<file path="src/rtl/mux_arb_nto1.sv">
// mux_arb_nto1 -- N-to-1 channel selector with a one-entry registered output.
//
// Selects one of N WIDTH-bit input channels, either by an external index
// (fixed mode) or by round-robin arbitration among valid channels, and
// forwards the chosen beat through a single output register. Every channel
// and the output use valid/ready handshakes.
//
// Optional feature (define MUX_ARB_LOCK_EN): packet lock. Adds in_last; in
// round-robin mode the grant stays on a channel until its last beat.
//
// Ports:
//   clk        rising-edge clock
//   rst_n      asynchronous active-low reset
//   in_data    flattened channel data, channel i at [i*WIDTH +: WIDTH]
//   in_valid   per-channel valid
//   in_ready   per-channel ready (combinational, at most one bit set)
//   in_last    per-channel end-of-packet marker (MUX_ARB_LOCK_EN only)
//   sel        channel index used in fixed mode
//   rr_mode    0 = fixed select, 1 = round-robin
//   out_data   registered data
//   out_src    registered index of the supplying channel
//   out_valid  output register holds a beat
//   out_ready  consumer accepts the beat
module mux_arb_nto1 #(
  parameter int WIDTH = 3,
  parameter int N     = 8,
  parameter int SELW  = $clog2(N)
) (
  input  logic                 clk,
  input  logic                 rst_n,
  input  logic [N*WIDTH-1:0]   in_data,
  input  logic [N-1:0]         in_valid,
  output logic [N-1:0]         in_ready,
`ifdef MUX_ARB_LOCK_EN
  input  logic [N-1:0]         in_last,
`endif
  input  logic [SELW-1:0]      sel,
  input  logic                 rr_mode,
  output logic [WIDTH-1:0]     out_data,
  output logic [SELW-1:0]      out_src,
  output logic                 out_valid,
  input  logic                 out_ready
);

  logic [WIDTH-1:0] out_data_q, out_data_d;
  logic [SELW-1:0]  out_src_q, out_src_d;
  logic             out_valid_q, out_valid_d;
  logic [SELW-1:0]  ptr_q, ptr_d;

  logic [SELW-1:0]  grant;
  logic             grant_vld;
  logic             load_en;
  logic             xfer;
  logic             last_beat;
  logic [WIDTH-1:0] grant_data;
  logic [SELW-1:0]  grant_inc;
  int unsigned      idx;

`ifdef MUX_ARB_LOCK_EN
  logic             lock_q, lock_d;
  logic [SELW-1:0]  lock_src_q, lock_src_d;
`endif

  always_comb begin
    load_en    = !out_valid_q | out_ready;
    grant      = '0;
    grant_vld  = 1'b0;
    idx        = 0;
    grant_data = '0;
    grant_inc  = '0;

    if (!rr_mode) begin
      grant     = sel;
      grant_vld = (32'(sel) < 32'(N));
    end else begin
`ifdef MUX_ARB_LOCK_EN
      if (lock_q) begin
        grant     = lock_src_q;
        grant_vld = 1'b1;
      end else begin
`endif
        // Scan ptr, ptr+1, ..., wrapping modulo N; first valid channel wins.
        for (int unsigned k = 0; k < 32'(N); k++) begin
          idx = 32'(ptr_q) + k;
          if (idx >= 32'(N)) idx = idx - 32'(N);
          if (!grant_vld && in_valid[idx]) begin
            grant_vld = 1'b1;
            grant     = SELW'(idx);
          end
        end
`ifdef MUX_ARB_LOCK_EN
      end
`endif
    end

    // Ready is not masked by in_valid, so a waiting producer sees it.
    in_ready = '0;
    if (rst_n && grant_vld) in_ready[grant] = load_en;

    // At most one in_ready bit is set, so the reduction picks the grant.
    xfer = |(in_ready & in_valid);
`ifdef MUX_ARB_LOCK_EN
    last_beat = |(in_ready & in_valid & in_last);
`else
    last_beat = 1'b1;
`endif

    for (int unsigned i = 0; i < 32'(N); i++) begin
      if (32'(grant) == i) grant_data = in_data[i*WIDTH +: WIDTH];
    end

    if (32'(grant) == 32'(N - 1)) grant_inc = '0;
    else                          grant_inc = grant + SELW'(1);

    out_data_d  = out_data_q;
    out_src_d   = out_src_q;
    out_valid_d = out_valid_q;
    ptr_d       = ptr_q;

    if (xfer) begin
      out_data_d  = grant_data;
      out_src_d   = grant;
      out_valid_d = 1'b1;
      if (rr_mode && last_beat) ptr_d = grant_inc;
    end else if (out_ready) begin
      out_valid_d = 1'b0;
    end

`ifdef MUX_ARB_LOCK_EN
    lock_d     = lock_q;
    lock_src_d = lock_src_q;
    if (!rr_mode) begin
      lock_d = 1'b0;
    end else if (xfer) begin
      lock_d     = !last_beat;
      lock_src_d = grant;
    end
`endif
  end

  always_ff @(posedge clk or negedge rst_n) begin
    if (!rst_n) begin
      out_data_q  <= '0;
      out_src_q   <= '0;
      out_valid_q <= 1'b0;
      ptr_q       <= '0;
    end else begin
      out_data_q  <= out_data_d;
      out_src_q   <= out_src_d;
      out_valid_q <= out_valid_d;
      ptr_q       <= ptr_d;
    end
  end

`ifdef MUX_ARB_LOCK_EN
  always_ff @(posedge clk or negedge rst_n) begin
    if (!rst_n) begin
      lock_q     <= 1'b0;
      lock_src_q <= '0;
    end else begin
      lock_q     <= lock_d;
      lock_src_q <= lock_src_d;
    end
  end
`endif

  assign out_data  = out_data_q;
  assign out_src   = out_src_q;
  assign out_valid = out_valid_q;

endmodule

</file>
<file path="config.mk">
export PLATFORM = sky130hd
export DESIGN_NAME = mux_arb_nto1
export DESIGN_NICKNAME = d
export VERILOG_FILES = /design/src/rtl/mux_arb_nto1.sv
export SDC_FILE = /design/constraint.sdc
export NUM_CORES = 1
export LEC_CHECK = 0
export CAP_MARGIN = 10
export CORE_MARGIN = 2
export CORE_UTILIZATION = 48
export CTS_CLUSTER_DIAMETER = 50
export DETAILED_ROUTE_END_ITERATION = 8
export PLACE_DENSITY = 0.87
export SYNTH_ARGS = -nofsm -noshare
export SYNTH_HDL_FRONTEND = slang
export SYNTH_SLANG_ARGS = --single-unit
export TNS_END_PERCENT = 50
</file>
<file path="constraint.sdc">
create_clock -name clk -period 5.4 [get_ports clk]
set_input_delay 0.54 -clock clk [delete_from_list [all_inputs] [get_ports clk]]
set_output_delay 0.54 -clock clk [all_outputs]
set_load 0.01 [all_outputs]
</file>
Word level (Yosys, flattened, before mapping):

Index checks and enable logic that the tools add are counted.
W data, S select, Z words.

* register bits after elaboration: 10
* bits in latches: 0
* memory bits (writable): 0
* memory bits (read-only): 0
* bits of input ports: 39
* output and inout bits: 15
* logic and storage cells: 140
* memories kept: 0

* $add $sub $neg: 16
* multipliers: 0
* divide/modulo/power cells: 0
* magnitude comparators: 18
* equal/unequal tests: 7
* shift operators: 0
* muxes and demuxes: 71
* bitwise logic cells: 3
* reduce and logical (&&, ||, !) cells: 21

Operator list (number)
* $mux W32: 16
* $lt A32 B4 Y1 const B: 8
* $mux W3: 18
* $sub A4 B4 Y5 const B: 7
* $ge A4 B4 Y1 const B: 7
* $mux W1: 27
* $bmux W1 S3: 8
* $add A3 B3 Y4 const B: 4
* $and A8 B8 Y8: 2
* $eq A3 B3 Y1 const B: 4
* $logic_and A1 B1 Y1: 9
* $add A3 B2 Y4 const B: 2
* $logic_not A1 Y1: 8
* $mux W8: 1
* $reduce_or A8 Y1: 1
* $eq A3 B2 Y1 const B: 2
* $sub A3 B4 Y5 const B: 1
* $add A3 B1 Y4 const B: 1
* $ge A3 B4 Y1 const B: 1
* $lt A3 B4 Y1 const B: 1
* $add A3 B1 Y3 const B: 1
* $demux W1 S3: 1
* $eq A3 B1 Y1 const B: 1
* $ge A3 B1 Y1 const B: 1
* 4 further kinds: 4

Longest topological paths before layout:

Gate-level depths: netlist of run 1.

* word-level depth: 44
* depth in mapped cells: 22
* mapped depth without buffers: 18

Least setup slack after synthesis of run 1:

Ideal clock, no wire load.

* path kind: register to register
* start point: register ptr_q[0]
* end point: register out_data_q[0], in the netlist out_data[0]
* library setup time: 81 ps
* arrival: 4741 ps
* required time: 5319 ps
* setup slack: 578 ps
* cell stages (with the launch flop): 20
* path buffers: 4
* period minus slack after synthesis: 4822 ps
* cells stage by stage: dfrtp_1 > inv_1 > clkbuf_1 > ha_1 > buf_6 > mux2_4 > mux4_2 > o32ai_4 > a41oi_1 > a211oi_1 > o2bb2ai_2 > buf_2 > inv_2 > ha_1 > clkbuf_1 > nor2_1 > nor4b_1 > or4_1 > a32o_1 > a31oi_2

* longest elaborated chain between the ends: 44
* elaborated cells between the ends (all ways): 120
* those cells by class: add/sub (15); order compare (10); eq/ne (7); mux (68); bitwise (2); reduce/logical (18)

Ends and longest elaborated chain
* start: declaration: RTL line 48 `logic [SELW-1:0] ptr_q, ptr_d;`
* start signal: assignment: RTL line 151 `ptr_q <= ptr_d;`
* branches (longest 33 deep; another with $sub A4 B4 Y5)
* $mux W3 *: RTL line 86 `if (!grant_vld && in_valid[idx]) begin`
* $mux W3 *: RTL line 72 `if (!rr_mode) begin`
* named net grant[0]: RTL line 50 `logic [SELW-1:0] grant;`
* branches (longest 9 deep; another with $lt A3 B4 Y1)
* end signal: assignment: RTL line 148 `out_data_q <= out_data_d;`
* end: declaration: RTL line 45 `logic [WIDTH-1:0] out_data_q, out_data_d;`

Mark *: on every way through the listed nets, which the timed path passes. The select of a mux whose other input is x is not followed.
A chain may end at the register's enable or synchronous reset.

Final worst setup path of run 1:

* start point: register ptr_q[1]
* end point: output in_ready[7]

* longest elaborated chain between the ends: 41
* elaborated cells between the ends (all ways): 102
* those cells by class: add/sub (15); order compare (10); mux (60); bitwise (1); reduce/logical (16)

Ends and longest elaborated chain
* branches (longest 40 deep; another with $sub A4 B4 Y5)
* $mux W8 *: RTL line 98 `if (rst_n && grant_vld) in_ready[grant] = load_en;`
* end: declaration: RTL line 33 `output logic [N-1:0] in_ready,`

Mark *: on every way between the ends. The select of a mux whose other input is x is not followed.

==> run_results.csv, run 1 <==
group,metric,value,unit
sta,worst_slack,0.4165,ns
synthesis,synth.distinct_cells,63,
synthesis,synth-simple-area-share,18.99,%
synthesis,synth-compound-area-share,24.34,%
sta,slew_violations,0,
route,drtIter0Drc,291,
synthesis,yosysWarnings,0,
synthesis,synth-xor-area-share,1.539,%
synthesis,yosys-top-cells-count,"nand2_1, mux2i_1, nor2_1",
synthesis,synth_top_area_share,16.42,%
floorplanning,die_x,71.62,um
worst_setup_path,worst_setup_path_end_kind,"primary output",
final_layout,fillCellCount,334,
route,vias,2315,
synthesis,synth-main-ff-cell,"dfrtp_1",
clocking,cts_buffers,3,
route,wire_per_inst,19.38,um
power_and_ir_drop,power,1.966,mW
synthesis,syn_nets,292,
clocking,htree_levels,1,
synthesis,async_reset_ff_share,100.0,%
power_and_ir_drop,p_sw_share,52.44,%
placement,placed_cells,334,
synthesis,ys_ff_latch,10,
power_and_ir_drop,comb_power_share,86.6,%
worst_hold_path,min_path_type,"flip-flop to flip-flop",
floorplanning,core,4384,sq um
synthesis,yosys.area_share.adder,2.851,%
grt,grt_pass1_wl,10600,um
floorplanning,fp.dieH,71.62,um
clocking,clock_latency,0.25,ns
power_and_ir_drop,power.density,714.1,nW/um^2
power_and_ir_drop,p_int,935.3,uW
power_and_ir_drop,clkPwrFrac,5.0,%
route,drcViolationCount,0,
worst_setup_path,critical_path_arrival,4.44,ns
route,drtAntennaViolNets,0,
worst_setup_path,slowest_delay,0.56,ns
sta,tightestPinTransition,0.9014,ns
grt,grt_start_max_net_pins,23,
route,viasPerCell,6.849,
worst_setup_path,worst_path_max_delay_cell,"clkdlybuf4s50_1",
worst_setup_path,worstPathCellList,"inv_1, ha_1, mux2_1, mux4_2, o32ai_4, and3_4, a211oi_1, o2bb2ai_2, and2_4, inv_1, nor3_1, clkdlybuf4s50_1",
grt,grt-ovfl-total,0,
floorplanning,start_util,50.06,%
grt,antenna_found_initial,0,
synthesis,synth_edf_count,0,
floorplanning,io_pins,54,
clocking,cts_buffer_depth,2,
sta,setup_tns,0,ns
clocking,cts_tree,"done",
sta,slew_headroom,39.91,%
power_and_ir_drop,p_leak,1.059,nW
clocking,clk_pin_slew,0.05,ns
floorplanning,dieArea,5129,sq um
job,drv_cap,0,
floorplanning,rows,24,
power_and_ir_drop,ir_worst_vdd,0.3309,mV
power_and_ir_drop,seqPwrFrac,8.4,%
synthesis,synth_most_common_cell,"nand2_1",
clocking,cts_num_sinks,10,
sta,period_share,92.29,%
final_layout,areaGrowthSynthToFinish,25.48,%
worst_setup_path,path_class,"flip-flop to primary output",
worst_setup_path,cp.required,4.86,ns
clocking,cts_setup_buffers,0,
sta,finalHoldViolCount,0,
sta,rsz0062_at_grt,"no",
synthesis,synth_mux_area_share,31.93,%
worst_setup_path,cp_max_fo,12,
synthesis,synth_top_family_by_area,"multiplexers",
sta,max_freq,0.2007,GHz
synthesis,yosysSeqAreaShare,11.40,%
clocking,cts_resized,0,
route,wl,6552,um
final_layout,post-route-util,62.81,%
clocking,root_buffer,"clkbuf_8",
sta,clock_skew,0.003266,ns
worst_setup_path,cp_top_family,"multiplexers",
synthesis,syn_area_per_cell,8.849,sq um
clocking,postCtsHoldBufs,0,
sta,period_minus_slack,4.983,ns
status,status,"finished, final reports clean",
grt,grt_use_total,25.75,%
placement,dp_hpwl,5078,um
route,firstDrtPassIters,5,
final_layout,finalNonFillerCells,338,
synthesis,syn_inst,248,
synthesis,netlist_top_cells_area,"mux4_2, dfrtp_1, mux2i_1",
final_layout,diodes,0,
synthesis,synth_top_area_cell,"mux4_2",
worst_setup_path,cpMostUsedCell,"inv_1",
power_and_ir_drop,p_sw,1.031,mW
grt,grt_pass1_vias,2180,
placement,routabilityCongestion,0.9950,
final_layout,final_layout_size_suffix_gt1_share,18.88,%
worst_setup_path,start_kind,"flip-flop",
placement,preCtsSetupSlack,0.5204,ns
placement,portBuffers,53,
worst_setup_path,cp_num_buf_inv,3,
sta,setup_viol,0,
final_layout,final_nets,331,
synthesis,netlist_area,2195,sq um
registers in the layout (all words and copies together), names as in the netlist:
name       cells
out_data       3
out_src        3
ptr_q          3
out_valid      1
layout make-up:
type                            count  area (sq um)  share of cell area [%]
Timing Repair Buffer               58         568.0                   20.63
Multi-Input combinational cell    196          1748                   63.47
Inverter                           18         67.56                   2.453
Clock buffer                        4         55.05                   1.999
Tap cell                           52         65.06                   2.363
Sequential cell                    10         250.2                   9.087
routing by layer:
metal,track usage (%),vias up,share of wire (%)
met3,3.657,25,9.7
met5,0,-,0
met4,6.289,0,2.6
met2,44.34,172,49
met1,34.13,1086,39
li1,-,1032,-
worst reg2reg max path, cell delays in order (launching register included):
cell	delay (ns)
dfrtp_1	0.34
inv_1	0.12
ha_1	0.54
mux2_1	0.42
mux4_2	0.51
o32ai_4	0.32
and3_4	0.30
nand4_4	0.14
a2bb2oi_4	0.39
ha_1	0.45
inv_1	0.16
nand2_1	0.11
o22ai_1	0.08
or4_1	0.43
a32o_1	0.25
a31oi_2	0.15
placed cells by master (no fill, tap or decap), types with 2 or more instances in the layout:
cell	Yosys	layout
buf_4	0	5
clkdlybuf4s50_1	0	53
nor3_1	5	5
ha_1	5	5
a211oi_1	2	2
nand2_1	21	21
inv_1	15	15
o221ai_1	3	3
mux2_1	3	3
nand2b_1	6	6
dfrtp_1	10	10
inv_2	3	3
a31oi_1	6	6
mux2_4	4	4
mux2_2	5	5
nor4_2	2	2
nor2b_1	3	3
a31o_1	2	2
a221o_1	5	5
nor2_1	18	18
o21ai_1	4	4
o21ai_0	4	4
nand3_1	5	5
or3_1	3	3
clkbuf_8	0	4
mux4_2	16	16
nor4_1	3	3
a21oi_1	13	13
mux2i_1	19	19
a221oi_1	3	3
o22ai_1	4	4
through the flow:
step | instance area (sq um) | hold slack [ns]
after floorplan | 2195 | 0.2444
after global placement | 2699 | 0.4977
after detailed placement | 2699 | 0.5307
after CTS | 2754 | 0.5394
after global routing | 2754 | 0.5542
final | 2754 | 0.5400
power by group through the flow:
stage                     Sequential [mW]  Clock (mW)  Combinational, mW
after global placement              0.164           0               1.62
after floorplan                     0.149           0               1.31
after detailed placement            0.167           0               1.66
final                               0.166      0.0981               1.70
after CTS                           0.167      0.0972               1.66
after global routing                0.172       0.101               1.82
cell families (layout without fill, tap and decap cells):
group | after synthesis | after routing
flip-flops | 10 | 10
AO/OA/AOI/OAI | 65 | 65
multiplexers | 47 | 47
XOR/XNOR | 3 | 3
adder cells (fa/ha/maj) | 5 | 5
buffers and inverters | 42 | 80
AND/OR/NAND/NOR | 76 | 76
path summary, 6_finish.rpt:
path / from / endpoint / cells after the start / slack [ns]
max reg2reg: ptr_q[1]$_DFFE_PN0P_ / out_data[0]$_DFFE_PN0P_ / 15 / 0.62
max: ptr_q[1]$_DFFE_PN0P_ / in_ready[7] / 12 / 0.42
min in group asynchronous: rst_n / out_src[0]$_DFFE_PN0P_ / 1 / 0.63
min reg2reg: out_src[2]$_DFFE_PN0P_ / out_src[2]$_DFFE_PN0P_ / 2 / 0.54
max in group asynchronous: rst_n / out_data[0]$_DFFE_PN0P_ / 1 / 4.43
min: out_src[2]$_DFFE_PN0P_ / out_src[2]$_DFFE_PN0P_ / 2 / 0.54
Power figures use the tool's default switching activity.
==> run 2: changes to the inputs <==
--- a/config.mk
+++ b/config.mk
@@ -7,7 +7,7 @@
 export LEC_CHECK = 0
 export CAP_MARGIN = 10
 export CORE_MARGIN = 2
-export CORE_UTILIZATION = 48
+export CORE_UTILIZATION = 46
 export CTS_CLUSTER_DIAMETER = 50
 export DETAILED_ROUTE_END_ITERATION = 8
 export PLACE_DENSITY = 0.87
==> constraint.sdc (replaced) <==
create_clock -name clk -period 4 [get_ports clk]
set_input_delay 0.4 -clock clk [delete_from_list [all_inputs] [get_ports clk]]
set_output_delay 0.4 -clock clk [all_outputs]
set_load 0.01 [all_outputs]
==> run 2 against run 1 <==
The run now ends with negative setup slack left. Non-clock buffer count grew 63. Combinational power grew 89%. Total power grew 79%.
==> run_results.csv, run 2 (same netlist as run 1, synthesis figures left out) <==
group,metric,value,unit
status,status,"finished, violations left",
status,violations,"negative setup slack",
clocking,root_buffer,"clkbuf_8",
sta,slew_violations,0,
worst_setup_path,timing.rr.end,"ptr_q[1]$_DFFE_PN0P_",
final_layout,diodes,0,
worst_setup_path,cp.required,4.12,ns
worst_hold_path,min_path_type,"input pin to async pin",
power_and_ir_drop,power.density,1028,nW/um^2
floorplanning,io_pins,54,
worst_setup_path,reg2regPathDepth,15,
floorplanning,start_util,47.09,%
sta,tightestPinTransition,0.6100,ns
power_and_ir_drop,power,3.528,mW
final_layout,final_cell_mix,"buf_4, clkdlybuf4s50_1, nand2_1",
floorplanning,rows,25,
route,wire_per_inst,20.02,um
clocking,clk_pin_slew,0.05,ns
clocking,htree_levels,1,
sta,slew_headroom,59.34,%
route,drtAntennaViolNets,0,
worst_setup_path,start_kind,"flip-flop",
sta,finalHoldViolCount,0,
worst_setup_path,rr_startpoint,"ptr_q[1]$_DFFE_PN0P_",
floorplanning,core,4661,sq um
clocking,cts_num_sinks,10,
placement,preCtsSetupSlack,-0.1194,ns
grt,grt_pass1_vias,2521,
job,drv_cap,0,
clocking,cts_buffers,3,
sta,rsz0062_at_grt,"yes",
floorplanning,dieArea,5339,sq um
grt,grt_pass1_wl,12480,um
sta,period_minus_slack,4.153,ns
route,firstDrtPassIters,4,
route,viasPerCell,6.397,
floorplanning,fp.dieH,73.07,um
grt,grt_start_max_net_pins,22,
worst_setup_path,slowest_delay,0.52,ns
worst_setup_path,worst_setup_path_end_kind,"flip-flop",
worst_setup_path,path_class,"flip-flop to flip-flop",
sta,clock_skew,0.003457,ns
clocking,clock_latency,0.23,ns
worst_setup_path,critical_path_arrival,4.27,ns
final_layout,areaGrowthSynthToFinish,56.44,%
sta,setup_viol,11,
placement,dp_hpwl,5883,um
floorplanning,die_x,73.07,um
clocking,cts_buffer_depth,2,
worst_setup_path,worst_path_max_delay_cell,"mux4_2",
placement,routabilityCongestion,0.9443,
clocking,cts_tree,"done",
grt,grt-ovfl-total,0,
sta,setup_tns,-1.095,ns
final_layout,mostFrequentLayoutCell,"buf_4",
worst_setup_path,worstPathCellList,"inv_2, ha_4, mux2_4, mux4_2, o32ai_4, nand4_1, a31o_1, o2bb2ai_4, buf_6, buf_6, mux2i_2, nor4_2, buf_4, o31ai_4, mux2_4",
final_layout,final_nets,394,
worst_setup_path,r2r_slack,-0.15,ns
sta,period_share,103.8,%
route,drtIter0Drc,203,
route,wl,8067,um
grt,grt_use_total,29.92,%
final_layout,final_layout_size_suffix_gt1_share,42.12,%
sta,max_freq,0.2408,GHz
power_and_ir_drop,p_leak,1.451,nW
sta,holdWs,0.5168,ns
placement,portBuffers,53,
route,drcViolationCount,0,
route,vias,2578,
power_and_ir_drop,ir_worst_vdd,0.6095,mV
worst_setup_path,cp_max_fo,7,
sta,worst_slack,-0.1526,ns
grt,antenna_found_initial,0,
-- run 2: cell types whose count changed in the layout (fill, tap and decap cells not counted), moves of 5 or more --
cell	before	now
buf_6	0	7
buf_4	5	59
mux2_4	4	10
ha_1	5	0
clkdlybuf4s50_1	53	45
-- run 2: stage by stage --
step | cell area (sq um) | utilization [%] | cells
6_report | 3433 | 73.66 | 403
5_1_grt | 3433 | 73.66 | 403
4_1_cts | 3289 | 70.58 | 394
3_5_place_dp | 3186 | 68.35 | 386
3_3_place_gp | 3186 | 68.35 | 386
2_1_floorplan | 2325 | - | 248
-- run 2: power breakdown --
group	leakage, nW	internal [mW]	switching (mW)
Clock	0.0288	0.0864	0.0385
Combinational	1.30	1.62	1.59
Sequential	0.119	0.156	0.0338
Total	1.45	1.87	1.66
-- run 2: area by class of cell --
type                       instances  area, sq um
fill                             294         1227
multi-input combinational        196         1922
sequential                        10        250.2
timing repair buffer             121         1064
clock buffer                       4        55.05
inverter                          18        75.07
tap                               54        67.56
-- run 2: worst max-delay path by stage --
stage / from / end / slack, ns / cells past startpoint
final: ptr_q[1]$_DFFE_PN0P_ / ptr_q[1]$_DFFE_PN0P_ / -0.15 / 15
after global placement: in_valid[7] / out_src[0]$_DFFE_PN0P_ / -0.04 / 13
after detailed placement: in_valid[7] / out_src[0]$_DFFE_PN0P_ / -0.12 / 13
after CTS: ptr_q[1]$_DFFE_PN0P_ / ptr_q[1]$_DFFE_PN0P_ / -0.02 / 15
after global routing: ptr_q[1]$_DFFE_PN0P_ / ptr_q[1]$_DFFE_PN0P_ / -0.26 / 16
after floorplan: ptr_q[0]$_DFFE_PN0P_ / out_data[0]$_DFFE_PN0P_ / -0.20 / 19
-- run 2: worst max-delay path: cells and delay by family, from the launching register on --
kind                       cells  cell delay [ns]
DFF                            1             0.36
adders and majority gates      1             0.33
buffers and inverters          4             0.49
AOI/OAI and AO/OA              4             1.15
and+or+nand+nor                2             0.27
muxes                          4             1.40
-- run 2: repair_timing --
item | 4_1_cts | 5_1_grt
endpoints found under the setup margin | 13 | 17
gates cloned | 0 | 0
setup buffers | 4 | 9
hold buffers | 0 | 0
pin swaps | 4 | 14
resized for setup | 16 | 34
-- run 2: metal layers --
metal,GRT usage [%],share of wire (%),up-vias
li1,-,-,1159
met1,39.53,40,1229
met2,49.85,49,158
met3,3.729,7.3,32
met4,11.11,3.7,0
met5,0,0,-
==> run 3: changes to the inputs <==
--- a/config.mk
+++ b/config.mk
@@ -7,10 +7,10 @@
 export LEC_CHECK = 0
 export CAP_MARGIN = 10
 export CORE_MARGIN = 2
-export CORE_UTILIZATION = 46
+export CORE_UTILIZATION = 51
 export CTS_CLUSTER_DIAMETER = 50
 export DETAILED_ROUTE_END_ITERATION = 8
-export PLACE_DENSITY = 0.87
+export PLACE_DENSITY_LB_ADDON = 0.3
 export SYNTH_ARGS = -nofsm -noshare
 export SYNTH_HDL_FRONTEND = slang
 export SYNTH_SLANG_ARGS = --single-unit
==> constraint.sdc (replaced) <==
create_clock -name clk -period 3.9 [get_ports clk]
set_input_delay 0.39 -clock clk [delete_from_list [all_inputs] [get_ports clk]]
set_output_delay 0.39 -clock clk [all_outputs]
set_load 0.01 [all_outputs]
==> run 3 against run 2 <==
The run still ends with negative setup slack left. Final cell count is 4.5% higher. Hold slack worse by 0.0072 ns. Clock-buffer cell count is 1 lower. Utilization is 19 points higher. Sequential power is 19% higher.
==> run_results.csv, run 3 (same netlist as run 1, synthesis figures left out) <==
group,metric,value,unit
placement,portBuffers,53,
clocking,cts_buffer_depth,2,
grt,grt_pass1_vias,3151,
sta,worst_slack,-0.3709,ns
clocking,htree_levels,1,
clocking,cts_buffers,3,
route,wl,12060,um
worst_setup_path,cp.required,4.08,ns
final_layout,post-route-util,92.17,%
clocking,root_buffer,"clkbuf_8",
sta,max_freq,0.2341,GHz
route,viasPerCell,7.587,
final_layout,areaGrowthSynthToFinish,70.41,%
grt,grt_start_max_net_pins,22,
placement,routabilityCongestion,0.9961,
power_and_ir_drop,power,4.319,mW
final_layout,final_area,3740,sq um
route,drtAntennaViolNets,0,
worst_setup_path,critical_path_arrival,4.45,ns
placement,placed_area,3306,sq um
placement,preCtsSetupSlack,-0.3295,ns
worst_setup_path,worst_path_max_delay_cell,"mux4_2",
floorplanning,start_util,54.09,%
route,vias,3194,
power_and_ir_drop,ir_worst_vdd,0.7199,mV
grt,grt-ovfl-total,0,
worst_setup_path,slowest_delay,0.57,ns
worst_setup_path,worstPathCellList,"inv_2, ha_4, buf_4, buf_4, mux4_2, mux2_4, o21ai_2, nand4_1, a31o_1, o2bb2ai_4, inv_2, ha_4, inv_4, nand2_1, o2bb2a_1, a21oi_1, a211oi_2, o32ai_2, mux2_4",
floorplanning,die_x,69.60,um
worst_setup_path,start_kind,"flip-flop",
floorplanning,dieArea,4844,sq um
final_layout,diodes,0,
worst_setup_path,cp_max_fo,8,
job,drv_cap,0,
sta,rsz0062_at_grt,"yes",
floorplanning,fp.dieH,69.60,um
placement,dp_hpwl,6223,um
grt,grt_use_total,44.89,%
sta,period_minus_slack,4.271,ns
final_layout,mostFrequentLayoutCell,"buf_4",
clocking,clock_latency,0.24,ns
final_layout,final_layout_size_suffix_gt1_share,52.56,%
sta,finalHoldViolCount,0,
final_layout,final_cell_mix,"buf_4, clkdlybuf4s50_1, nand2_1",
sta,period_share,109.5,%
route,drtIter0Drc,584,
floorplanning,core,4058,sq um
final_layout,final_nets,417,
sta,tightestPinTransition,0.7412,ns
sta,clock_skew,0.005386,ns
power_and_ir_drop,power.density,1155,nW/um^2
sta,setup_viol,18,
clocking,cts_num_sinks,10,
sta,slew_violations,0,
route,wire_per_inst,28.64,um
placement,placed_cells,401,
power_and_ir_drop,p_leak,1.573,nW
clocking,cts_tree,"done",
clocking,clk_pin_slew,0.05,ns
sta,slew_headroom,50.58,%
final_layout,finalNonFillerCells,421,
worst_setup_path,worst_setup_path_end_kind,"flip-flop",
floorplanning,io_pins,54,
worst_setup_path,path_class,"flip-flop to flip-flop",
route,firstDrtPassIters,8,
sta,holdWs,0.5096,ns
worst_hold_path,min_path_type,"input pin to async pin",
grt,antenna_found_initial,0,
status,violations,"negative setup slack",
clocking,postCtsHoldBufs,0,
status,status,"finished, violations left",
sta,setup_tns,-4.411,ns
grt,grt_pass1_wl,17040,um
route,drcViolationCount,0,
floorplanning,rows,23,
run 3: cell count changes in the layout (fill, tap and decap cells not counted), sizes merged:
cell           delta
buf              +26
dlygate4sd2       -3
clkdlybuf4s15     +2
clkbuf            -3
run 3: metal layers:
metal  part of all wire, %  up-vias  wire, um  GRT usage, %
met1                    33     1454      4037         55.81
met5                     0        -         0             0
li1                      -     1203         -             -
met4                   8.0        0       968         25.49
met2                    44      412      5351         72.01
met3                    14      125      1699         9.302
run 3: power breakdown:
group	switching [mW]	total, mW	internal [mW]
sequential	0.0684	0.227	0.159
combinational	2.10	3.98	1.88
clock	0.0388	0.106	0.0674
run 3: path summary, 6_finish.rpt:
path                            cells past startpoint                 endpoint  slack (ns)                   start
worst max-delay path                               19  out_data[2]$_DFFE_PN0P_       -0.37    ptr_q[1]$_DFFE_PN0P_
worst min-delay path                                1  out_data[2]$_DFFE_PN0P_        0.51                   rst_n
worst max register to register                     19  out_data[2]$_DFFE_PN0P_       -0.37    ptr_q[1]$_DFFE_PN0P_
worst min register to register                      1   out_src[1]$_DFFE_PN0P_        0.52  out_src[1]$_DFFE_PN0P_
max in group asynchronous                           1     ptr_q[2]$_DFFE_PN0P_        3.03                   rst_n
min in group clk                                    1   out_src[1]$_DFFE_PN0P_        0.52  out_src[1]$_DFFE_PN0P_
run 3: critical path: cells and delay by family, from the launching register on:
| kind | cells | cell delay [ns] |
|---|---|---|
| compound gates | 7 | 1.45 |
| fa+ha+maj | 2 | 0.58 |
| buf+inv | 5 | 0.48 |
| flops | 1 | 0.38 |
| mux | 3 | 1.09 |
| simple gates | 2 | 0.22 |
run 3: final cells by class:
class                           instances  area (sq um)
Sequential cell                        10         250.2
Clock buffer                            3         41.29
Timing Repair Buffer                  144          1229
Fill cell                             132         317.8
Tap cell                               50         62.56
Inverter                               18         72.57
Multi-Input combinational cell        196          2085
run 3: what timing repair did:
action,in CTS,in global routing
endpoints found under the setup margin,17,18
resized for setup,55,35
hold endpoints to repair,0,0
buffers inserted,10,7
pin swaps,12,14
